`config.mk`:
```
export PLATFORM = sky130hd
export DESIGN_NAME = alu_control_stage
export DESIGN_NICKNAME = d
export VERILOG_FILES = /design/src/rtl/alu_pkg.sv /design/src/rtl/alu_decode_comb.sv /design/src/rtl/alu_control_stage.sv
export SDC_FILE = /design/constraint.sdc
export NUM_CORES = 1
export LEC_CHECK = 0
export ABC_AREA = 1
export CORE_UTILIZATION = 39
export DETAILED_ROUTE_END_ITERATION = 12
export PLACE_DENSITY = 0.74
export SYNTH_ARGS = -nofsm -noshare
export SYNTH_HDL_FRONTEND = slang
export SYNTH_HIERARCHICAL = 1
export SYNTH_SLANG_ARGS = --single-unit
```
`constraint.sdc`:
```
create_clock -name clk -period 1.4 [get_ports clk]
set_input_delay 0.21 -clock clk [delete_from_list [all_inputs] [get_ports clk]]
set_output_delay 0.21 -clock clk [all_outputs]
set_load 0.05 [all_outputs]
```
`src/rtl/alu_pkg.sv`:
```
// Shared constants for the ALU control stage: ALUOp classes, funct/opcode values,
// ALU operation codes and the multi-cycle FSM state type.
package alu_pkg;

    localparam logic [1:0] ALUOP_RTYPE  = 2'b00;
    localparam logic [1:0] ALUOP_MEM    = 2'b01;
    localparam logic [1:0] ALUOP_BRANCH = 2'b10;
    localparam logic [1:0] ALUOP_IMM    = 2'b11;

    localparam logic [5:0] FUNCT_SLL  = 6'd0;
    localparam logic [5:0] FUNCT_SRL  = 6'd2;
    localparam logic [5:0] FUNCT_JR   = 6'd8;
    localparam logic [5:0] FUNCT_MULT = 6'd24;
    localparam logic [5:0] FUNCT_DIV  = 6'd26;
    localparam logic [5:0] FUNCT_ADD  = 6'd32;
    localparam logic [5:0] FUNCT_SUB  = 6'd34;
    localparam logic [5:0] FUNCT_AND  = 6'd36;
    localparam logic [5:0] FUNCT_OR   = 6'd37;
    localparam logic [5:0] FUNCT_NOR  = 6'd39;
    localparam logic [5:0] FUNCT_SLT  = 6'd42;

    localparam logic [5:0] OP_ADDI = 6'd8;
    localparam logic [5:0] OP_SLTI = 6'd10;
    localparam logic [5:0] OP_ANDI = 6'd12;
    localparam logic [5:0] OP_ORI  = 6'd13;

    localparam logic [3:0] ALU_AND  = 4'b0000;
    localparam logic [3:0] ALU_OR   = 4'b0001;
    localparam logic [3:0] ALU_ADD  = 4'b0010;
    localparam logic [3:0] ALU_SUB  = 4'b0110;
    localparam logic [3:0] ALU_SLT  = 4'b0111;
    localparam logic [3:0] ALU_SLL  = 4'b1000;
    localparam logic [3:0] ALU_SRL  = 4'b1001;
    localparam logic [3:0] ALU_MULT = 4'b1010;
    localparam logic [3:0] ALU_DIV  = 4'b1011;
    localparam logic [3:0] ALU_NOR  = 4'b1100;
    localparam logic [3:0] ALU_NOP  = 4'b1111;

    typedef logic [1:0] muldiv_state_t;
    localparam muldiv_state_t ST_IDLE = 2'd0;
    localparam muldiv_state_t ST_BUSY = 2'd1;
    localparam muldiv_state_t ST_DONE = 2'd2;

endpackage

```
`src/rtl/alu_decode_comb.sv`:
```
// Pure combinational ALU control decode table.
// ALU_CONTROL_MULDIV_EN adds mult/div codes and the muldiv start flag.
import alu_pkg::*;

module alu_decode_comb #(
    parameter int ALUCTL_W = 4
) (
    input  logic [1:0]          alu_op,
    input  logic [5:0]          funct,
    input  logic [5:0]          opcode,
`ifdef ALU_CONTROL_MULDIV_EN
    output logic                muldiv,
`endif
    output logic [ALUCTL_W-1:0] code,
    output logic                jr
);

    logic [3:0] code4;
    logic       muldiv_int;

    always_comb begin
        code4      = ALU_NOP;
        jr         = 1'b0;
        muldiv_int = 1'b0;
        case (alu_op)
            ALUOP_RTYPE: begin
                case (funct)
                    FUNCT_ADD: code4 = ALU_ADD;
                    FUNCT_SUB: code4 = ALU_SUB;
                    FUNCT_AND: code4 = ALU_AND;
                    FUNCT_OR:  code4 = ALU_OR;
                    FUNCT_NOR: code4 = ALU_NOR;
                    FUNCT_SLT: code4 = ALU_SLT;
                    FUNCT_SLL: code4 = ALU_SLL;
                    FUNCT_SRL: code4 = ALU_SRL;
                    FUNCT_JR: begin
                        code4 = ALU_ADD;
                        jr    = 1'b1;
                    end
`ifdef ALU_CONTROL_MULDIV_EN
                    FUNCT_MULT: begin
                        code4      = ALU_MULT;
                        muldiv_int = 1'b1;
                    end
                    FUNCT_DIV: begin
                        code4      = ALU_DIV;
                        muldiv_int = 1'b1;
                    end
`endif
                    default: code4 = ALU_NOP;
                endcase
            end
            ALUOP_MEM:    code4 = ALU_ADD;
            ALUOP_BRANCH: code4 = ALU_SUB;
            ALUOP_IMM: begin
                case (opcode)
                    OP_ADDI: code4 = ALU_ADD;
                    OP_ANDI: code4 = ALU_AND;
                    OP_ORI:  code4 = ALU_OR;
                    OP_SLTI: code4 = ALU_SLT;
                    default: code4 = ALU_NOP;
                endcase
            end
            default: code4 = ALU_NOP;
        endcase
    end

    // Codes are zero-extended when ALUCTL_W is wider than the 4-bit table.
    assign code = ALUCTL_W'(code4);

`ifdef ALU_CONTROL_MULDIV_EN
    assign muldiv = muldiv_int;
`else
    logic unused_muldiv;
    assign unused_muldiv = muldiv_int;
`endif

endmodule

```
`src/rtl/alu_control_stage.sv`:
```
// Registered ALU control decode with optional multi-cycle mult/div sequencer.
// ALU_CONTROL_MULDIV_EN compiles in the IDLE/BUSY/DONE FSM and its counter.
import alu_pkg::*;

module alu_control_stage #(
    parameter int ALUCTL_W      = 4,
    parameter int MULDIV_CYCLES = 32
) (
    input  logic                clk,
    input  logic                reset,
    input  logic                in_valid,
    input  logic [1:0]          ALUOp,
    input  logic [5:0]          Function,
    input  logic [5:0]          Opcode,
    input  logic                flush,
    output logic [ALUCTL_W-1:0] ALUControl,
    output logic                JRControl,
    output logic                out_valid,
    output logic                stall,
    output logic                muldiv_done
);

    logic [ALUCTL_W-1:0] dec_code;
    logic                dec_jr;

`ifdef ALU_CONTROL_MULDIV_EN
    logic dec_muldiv;

    alu_decode_comb #(.ALUCTL_W(ALUCTL_W)) u_decode (
        .alu_op (ALUOp),
        .funct  (Function),
        .opcode (Opcode),
        .muldiv (dec_muldiv),
        .code   (dec_code),
        .jr     (dec_jr)
    );
`else
    alu_decode_comb #(.ALUCTL_W(ALUCTL_W)) u_decode (
        .alu_op (ALUOp),
        .funct  (Function),
        .opcode (Opcode),
        .code   (dec_code),
        .jr     (dec_jr)
    );
`endif

    always_ff @(posedge clk) begin
        if (reset) begin
            ALUControl <= ALUCTL_W'(ALU_NOP);
            JRControl  <= 1'b0;
            out_valid  <= 1'b0;
        end else if (flush) begin
            JRControl <= 1'b0;
            out_valid <= 1'b0;
        end else if (stall) begin
            out_valid <= 1'b0;
        end else if (in_valid) begin
            ALUControl <= dec_code;
            JRControl  <= dec_jr;
            out_valid  <= 1'b1;
        end else begin
            out_valid <= 1'b0;
        end
    end

`ifdef ALU_CONTROL_MULDIV_EN
    localparam int CNT_W = $clog2(MULDIV_CYCLES);
    // Loaded with cycles-2 and checked for zero before decrementing, so BUSY lasts cycles-1.
    localparam logic [CNT_W-1:0] CNT_LOAD = CNT_W'(MULDIV_CYCLES - 2);

    muldiv_state_t    state;
    logic [CNT_W-1:0] count;

    always_ff @(posedge clk) begin
        if (reset) begin
            state <= ST_IDLE;
            count <= '0;
        end else if (flush) begin
            state <= ST_IDLE;
            count <= '0;
        end else begin
            case (state)
                ST_IDLE: begin
                    if (in_valid && dec_muldiv) begin
                        state <= ST_BUSY;
                        count <= CNT_LOAD;
                    end
                end
                ST_BUSY: begin
                    if (count == '0) begin
                        state <= ST_DONE;
                    end else begin
                        count <= count - 1'b1;
                    end
                end
                ST_DONE: state <= ST_IDLE;
                default: state <= ST_IDLE;
            endcase
        end
    end

    assign stall       = (state == ST_BUSY);
    assign muldiv_done = (state == ST_DONE);
`else
    assign stall       = 1'b0;
    assign muldiv_done = 1'b0;
`endif

endmodule
```
---- After elaboration in Yosys (flattened, before gate mapping) ----
Cells that the tools add are included.
storage, ports and cells
  output and inout port bits .............. 8
  logic and storage cells ................. 30
  bits of input ports ..................... 18
  register bits ........................... 6
operators by class
  multiplexer cells ....................... 6
  equality and inequality tests ........... 15
  reductions and logical operators ........ 5
  bitwise gates (word level) .............. 1
operators by type and width
  cell                                                              count
  6-bit == test (second input constant)                             6
  4-bit case mux with 4 select lines                                2
  4-bit case mux with 8 select lines                                1
  6-bit by 4-bit == test with 1-bit output (second input constant)  5
  6-bit by 2-bit == test with 1-bit output (second input constant)  1
  6-bit zero test                                                   1
  2-bit == test (second input constant)                             2
  2-bit OR reduction                                                2
  1-bit 2-to-1 mux                                                  3
  2-bit by 1-bit == test with 1-bit output (second input constant)  1
  2-bit zero test                                                   1
  2-bit AND reduction                                               1
  1-bit NOT                                                         1

---- Depth between registers and ports, before layout ----
Gate-level depths: netlist of run 1.
  depth after elaboration ................. 4
  gate-level depth with buffers ........... 11
  depth with buffers taken out ............ 11

---- By module ----
The synthesis of run 1 kept the hierarchy.
modules (own cells, without submodules)
  module             seq. area each (um^2)  instances  cells each  area an instance (um^2)
  alu_decode_comb    0.0                    1          71          315.3
  alu_control_stage  120.1                  1          30          231.5

---- Worst setup path before layout of run 1 ----
Ideal clock, no wire load.
  kind .................................... input to register
  start point ............................. input port Opcode[5]
  end point ............................... register ALUControl[1]
  required time ........................... 1278 ps
  cell stages on the path ................. 8
  buffers on the path ..................... 0
  setup slack ............................. 315 ps
  data arrival time ....................... 962 ps
  setup time .............................. 122 ps
  cell sequence ........................... nor3b_1 nand2_1 nor2_1 nand3_1 nand2_1 inv_1 nand3_1 nand3_1
between the ends
  cells in the longest elaborated chain, start to end .. 3
  elaborated cells on any way between the ends .. 6
  those cells by class .................... eq/ne (4); mux (2)
ends and longest elaborated chain
  item                                      RTL line                 source
  start: declaration                        alu_control_stage.sv:14  input logic [5:0] Opcode,
  6-bit by 4-bit == test with 1-bit output  alu_decode_comb.sv:56    case (opcode)
  4-bit case mux with 4 select lines *      alu_decode_comb.sv:56
  4-bit case mux with 4 select lines *      alu_decode_comb.sv:25    case (alu_op)
  net dec_code[1]                           alu_control_stage.sv:23  logic [ALUCTL_W-1:0] dec_code;
  end signal: assignment                    alu_control_stage.sv:49  ALUControl <= ALUCTL_W'(ALU_NOP);
  end signal: assignment                    alu_control_stage.sv:58  ALUControl <= dec_code;
  end: declaration                          alu_control_stage.sv:16  output logic [ALUCTL_W-1:0] ALUControl,
The timed path passes the listed nets; every way through them passes the cells marked *.
A chain may end at the register's enable or synchronous reset.

---- Final worst setup path of run 1 ----
  start point ............................. input port Function[3]
  end point ............................... register ALUControl[2]
between the ends
  cells in the longest elaborated chain, start to end .. 4
  elaborated cells on any way between the ends .. 12
  those cells by class .................... eq/ne (8); mux (2); reduce/logical (2)
ends and longest elaborated chain
  item                                                                       RTL line                 source
  start: declaration                                                         alu_control_stage.sv:13  input logic [5:0] Function,
  6-bit == test or 6-bit by 4-bit == test with 1-bit output (tied branches)  alu_decode_comb.sv:27    case (funct)
  2-bit OR reduction (no line)                                               -
  4-bit case mux with 8 select lines *                                       alu_decode_comb.sv:27
  4-bit case mux with 4 select lines *                                       alu_decode_comb.sv:25
  net dec_code[2]                                                            alu_control_stage.sv:23
Marks and branches as above.

==> results of run 1 <==
-- cell usage in the layout (no fill, tap or decap), drive strengths merged, types with 2 or more instances in the layout --
master / Yosys / layout
nand2: 31 / 31
nand3: 17 / 17
inv: 17 / 17
nor2: 17 / 17
buf: 2 / 16
clkdlybuf4s50: 0 / 9
dfxtp: 6 / 6
dlygate4sd2: 0 / 5
o21ai: 4 / 4
clkbuf: 0 / 3
dlymetal6s2s: 0 / 3
conb: 1 / 2
nand4: 2 / 2
-- through the flow --
stage	utilization	worst slack, ns
floorplan	-	0.315
global placement	0.707	-0.267
detailed placement	0.707	-0.302
CTS	0.742	0.0350
global route	0.752	0.0122
finish	0.752	0.110
-- path summary, 6_finish.rpt --
check / from / endpoint / slack (ns)
worst max-delay path: Function[3] / ALUControl[2]$_SDFFE_PP1P_ / 0.11
worst min-delay path: Opcode[0] / ALUControl[0]$_SDFFE_PP1P_ / 0.46
worst max register to register: JRControl$_SDFFE_PP0P_ / JRControl$_SDFFE_PP0P_ / 0.78
worst min register to register: JRControl$_SDFFE_PP0P_ / JRControl$_SDFFE_PP0P_ / 0.49
-- cell families (layout without fill, tap and decap cells) --
family,after synthesis,count (layout)
AOI/OAI and AO/OA,5,5
buffers and inverters,19,53
DFF,6,6
other,1,2
and+or+nand+nor,70,70
-- registers in the layout, summed over array words and instances, names as in the netlist --
signal,flops
ALUControl,4
JRControl,1
out_valid,1
-- routing by layer --
metal / share of wire / up-vias / global-route usage
met1: 0.42 / 313 / 0.260
met4: 0.0028 / 0 / 0.0517
met2: 0.51 / 26 / 0.418
met5: 0 / - / 0
met3: 0.060 / 2 / 0.0852
li1: - / 385 / -
-- final cells by class --
type                       count  area, um2
multi-input combinational     77        387
timing repair buffer          33        367
fill                         123        323
sequential                     6        120
inverter                      17       63.8
clock buffer                   3       22.5
tap                           15       18.8
-- report_power, final --
group	internal, uW	switching [uW]
Sequential	180	9.09
Clock	97.1	64.0
Combinational	112	126
-- worst max-delay path: stages --
cell	delay, ns
dlygate4sd2_1	0.31
inv_1	0.11
nor2_2	0.16
nand3_1	0.11
nand2_1	0.09
nor2_2	0.05
nand2_2	0.07
nand2_1	0.05
nand2_1	0.05
nand2_1	0.04
nand3_1	0.08
nand3_1	0.08
-- repair_timing --
| action | CTS | global route |
|---|---|---|
| resized for setup | 16 | 4 |
| endpoints found under the setup margin | 3 | 4 |
| pin swaps | 3 | 5 |
==> results.yml, run 1 <==
cells_and_area:
  drive_above_1_share: 0.279
  nets: 156
  syn_to_final_growth_pct: 78.9
  fin_cells: 151
  antenna-diode-count: 0
  final_area_um2: 978
setup_path:
  startpoint_type: "input pin"
  worst-r2r-cell-count: 2
  worstSetupEndpointType: "register"
  required_ns: 1.53
  cp_max_fo: 3
  path_class: "input pin to register"
  arrival_ns: 1.42
die:
  ios: 26
  start_util: 0.420
  die_y_um: 39.4
  rows: 13
  die_area_um2: 1560
  die_x_um: 39.4
  core_um2: 1300
global_routing:
  grt_max_degree: 8
  grt_pass1_wl_um: 2430
  grt.total_usage: 0.235
  antenna_found_initial: 0
  overflow: 0
  grt_pass1_vias: 670
route:
  wl_per_cell_um: 9.56
  ant_nets: 0
  via_per_inst: 4.81
  vias: 726
  wl_um: 1440
  drcViolationCount: 0
  drt_iter0_drc: 30
  first_pass_iters: 5
pwr:
  power_leakage_uw: 0.000500
  power_uw: 588
  power.density_nw_per_um2: 601
  ir_worst_vdd_mv: 0.491
clock_network:
  cts_buffer_depth: 2
  cts_hold_buf: 0
  cts_made_buffers: 3
  cts_tree: "built"
  post_cts_buffers: 0
  htree_levels: 1
  clk_pin_slew_ns: 0.04
  clock_latency_ns: 0.25
  cts_sinks: 6
  cts_root_buf: "clkbuf_4"
synth:
  yosysMostFrequentCell: "nand2_1"
  synth_compound_area_frac: 0.0458
  yosysSeqAreaShare: 0.220
  synthAdderAreaFrac: 0
  synthesis.area_um2: 547
  synthFlopType: "dfxtp_1"
  async_flop_share: 0
  ys_ff_latch: 6
  synth_edf_count: 0
  avgSynthCellArea_um2: 5.41
  yosysTopAreaCellShare: 0.220
  postSynthCellCount: 101
  synth-simple-area-share: 0.584
  synthDistinctLibCells: 18
  synth_largest_area_cell: "dfxtp_1"
  yosys_warnings: 6
  synth_top_family_by_area: "simple AND/OR/NAND/NOR gates"
  netlist_top_cells_count: "nand2_1, nand3_1, inv_1, nor2_1, dfxtp_1"
  synth-xor-area-share: 0
  muxShareOfSynthArea: 0
  ys_top_cells_by_area: "dfxtp_1, nand2_1, nand3_1, inv_1, nor2_1"
place:
  io_buffers: 23
  dp_hpwl_um: 1130
  place_congestion: 0.823
  dp.cells: 148
  placed_area_um2: 920
min_path:
  whs_path_depth: 7
  hold_path.class: "input pin to register"
sta:
  final-setup-viol-count: 0
  post-route-period-util: 0.921
  hold_ws_ns: 0.462
  fin_crit_ns: 1.29
  drv_slew: 0
  fin_tns_setup_ns: 0
  rsz0062_at_grt: "no"
  final_hold_viol_count: 0
  clock_skew_ns: 0
  fmax_mhz: 775
run_status:
  outcome: "finished clean"
run:
  maxCapViolations: 0
Power figures use the tool's default switching activity.
==> inputs of run 2 (changes only) <==
--- a/config.mk
+++ b/config.mk
@@ -6,9 +6,11 @@
 export NUM_CORES = 1
 export LEC_CHECK = 0
 export ABC_AREA = 1
-export CORE_UTILIZATION = 39
+export CORE_ASPECT_RATIO = 1.2
+export CORE_UTILIZATION = 35
 export DETAILED_ROUTE_END_ITERATION = 12
-export PLACE_DENSITY = 0.74
+export GPL_ROUTABILITY_DRIVEN = 0
+export PLACE_DENSITY = 0.7
 export SYNTH_ARGS = -nofsm -noshare
 export SYNTH_HDL_FRONTEND = slang
 export SYNTH_HIERARCHICAL = 1
==> constraint.sdc (replaced) <==
create_clock -name clk -period 1 [get_ports clk]
set_input_delay 0.15 -clock clk [delete_from_list [all_inputs] [get_ports clk]]
set_output_delay 0.15 -clock clk [all_outputs]
set_load 0.05 [all_outputs]
==> run 2 against run 1 <==
Sequential cell count did not move. Critical path depth decreased by 2. Total power grew 44%. Die area grew 11%. Final area rose by 8.6%. Sequential power grew 39%. Wire length up 5.7%. Clock power increased by 33%. Largest cell class unchanged. Largest power group unchanged.
==> results.yml, run 2 (synthesis results as in run 1) <==
run_status:
  outcome: "finished clean"
die:
  start_util: 0.378
  die_x_um: 38.1
  ios: 26
  rows: 15
  core_um2: 1450
  die_area_um2: 1720
  die_y_um: 45.3
global_routing:
  grt.total_usage: 0.173
  grt_pass1_vias: 630
  overflow: 0
  antenna_found_initial: 0
  grt_pass1_wl_um: 2220
  grt_max_degree: 7
sta:
  rsz0062_at_grt: "yes"
  drv_slew: 0
  clock_skew_ns: 0
  final-setup-viol-count: 0
  final_hold_viol_count: 0
  fin_crit_ns: 0.968
  fmax_mhz: 1030
  post-route-period-util: 0.968
cells_and_area:
  drive_above_1_share: 0.467
  nets: 157
  final_common_cell: "nand2_1"
  syn_to_final_growth_pct: 94.3
  reg_top3: "ALUControl (4), JRControl (1), out_valid (1)"
  antenna-diode-count: 0
  largest_reg_flops: 4
  largest_register: "ALUControl"
  finish.utilization: 0.735
  final_area_um2: 1060
  most-common-layout-cells: "nand2_1, nand3_1, buf_4"
pwr:
  ir_worst_vdd_mv: 0.324
  power.density_nw_per_um2: 799
  clockPowerShare: 0.252
  p_seq_frac: 0.312
  p_switching_uw: 291
  power_frac_comb: 0.436
  switching_share: 0.342
  p_int_uw: 558
  power_leakage_uw: 0.000513
setup_path:
  path_class: "input pin to register"
  startpoint_type: "input pin"
  arrival_ns: 1.09
  worstSetupEndpointType: "register"
  cp_max_fo: 4
  required_ns: 1.12
clock_network:
  htree_levels: 1
  cts_buffer_depth: 2
  cts_hold_buf: 0
  cts_sinks: 6
  cts_root_buf: "clkbuf_4"
  cts_tree: "built"
  cts_made_buffers: 3
  clock_latency_ns: 0.23
  clk_pin_slew_ns: 0.04
route:
  drcViolationCount: 0
  ant_nets: 0
  vias: 718
  via_per_inst: 4.66
  first_pass_iters: 4
  wl_um: 1530
  drt_iter0_drc: 3
  wl_per_cell_um: 9.91
min_path:
  hold_path.class: "input pin to register"
run:
  maxCapViolations: 0
place:
  io_buffers: 23
  placed_area_um2: 907
  dp_hpwl_um: 1130
## run 2: changes by cell type in the layout (fill, tap and decap cells not counted), moves of 3 or more
cell	change
clkdlybuf4s50_1	-6
nor2_4	+8
nor2_2	-6
nand3_2	+3
buf_4	+3
nand2_1	-5
dlygate4sd2_1	-3
nand2_2	+5
buf_2	+3
nand3_1	-3
## run 2: final timing paths
check	startpoint	end	slack [ns]	cells after the start
min	Opcode[0]	ALUControl[0]$_SDFFE_PP1P_	0.37	7
max	Function[2]	ALUControl[1]$_SDFFE_PP1P_	0.03	10
max reg2reg	JRControl$_SDFFE_PP0P_	JRControl$_SDFFE_PP0P_	0.36	2
min reg2reg	ALUControl[1]$_SDFFE_PP1P_	ALUControl[1]$_SDFFE_PP1P_	0.50	2
## run 2: stage by stage
stage | std cells | setup slack, ns | total power (uW) | hold WS (ns) | TNS (ns)
2_1_floorplan | 102 | 0.000620 | 421 | 0.222 | 0
3_3_place_gp | 147 | -0.647 | 583 | 0.486 | -3.03
3_5_place_dp | 147 | -0.662 | 588 | 0.495 | -3.15
4_1_cts | 151 | 0.00150 | 806 | 0.377 | 0
5_1_grt | 154 | -0.0303 | 896 | 0.422 | -0.0907
6_report | 154 | 0.0324 | 849 | 0.370 | 0
## run 2: critical path, cell delays in order
cell	delay [ns]
buf_4	0.14
nor2_4	0.17
nand3_2	0.11
nand2_2	0.09
buf_4	0.11
nand4_1	0.09
nand2_1	0.07
inv_1	0.04
nand3_1	0.06
nand3_1	0.07
## run 2: per-layer routing
metal / global-route usage / wire length (um) / vias to the layer above
met5: 0 / 0 / -
met1: 0.187 / 608 / 310
met2: 0.342 / 860 / 20
met4: 0.0429 / 10 / 0
met3: 0.0148 / 46 / 2
li1: - / - / 386
## run 2: cell type report
cell class	instances	area (um2)
multi-input cells	77	477
repair buffers	34	355
inverters	17	66.3
fillers	109	383
well taps	17	21.3
clock buffers	3	22.5
flip-flops and latches	6	120
## run 2: what timing repair did
item | CTS | global route
buffers inserted | 1 | 3
resized for setup | 53 | 41
pin swaps | 21 | 23
endpoints found under the setup margin | 5 | 5
## run 2: power by group through the flow
stage	Combinational [uW]	Clock [uW]	Sequential, uW
finish	370	214	265
global route	398	232	266
CTS	321	220	265
detailed placement	319	0	269
global placement	314	0	269
floorplan	115	0	306
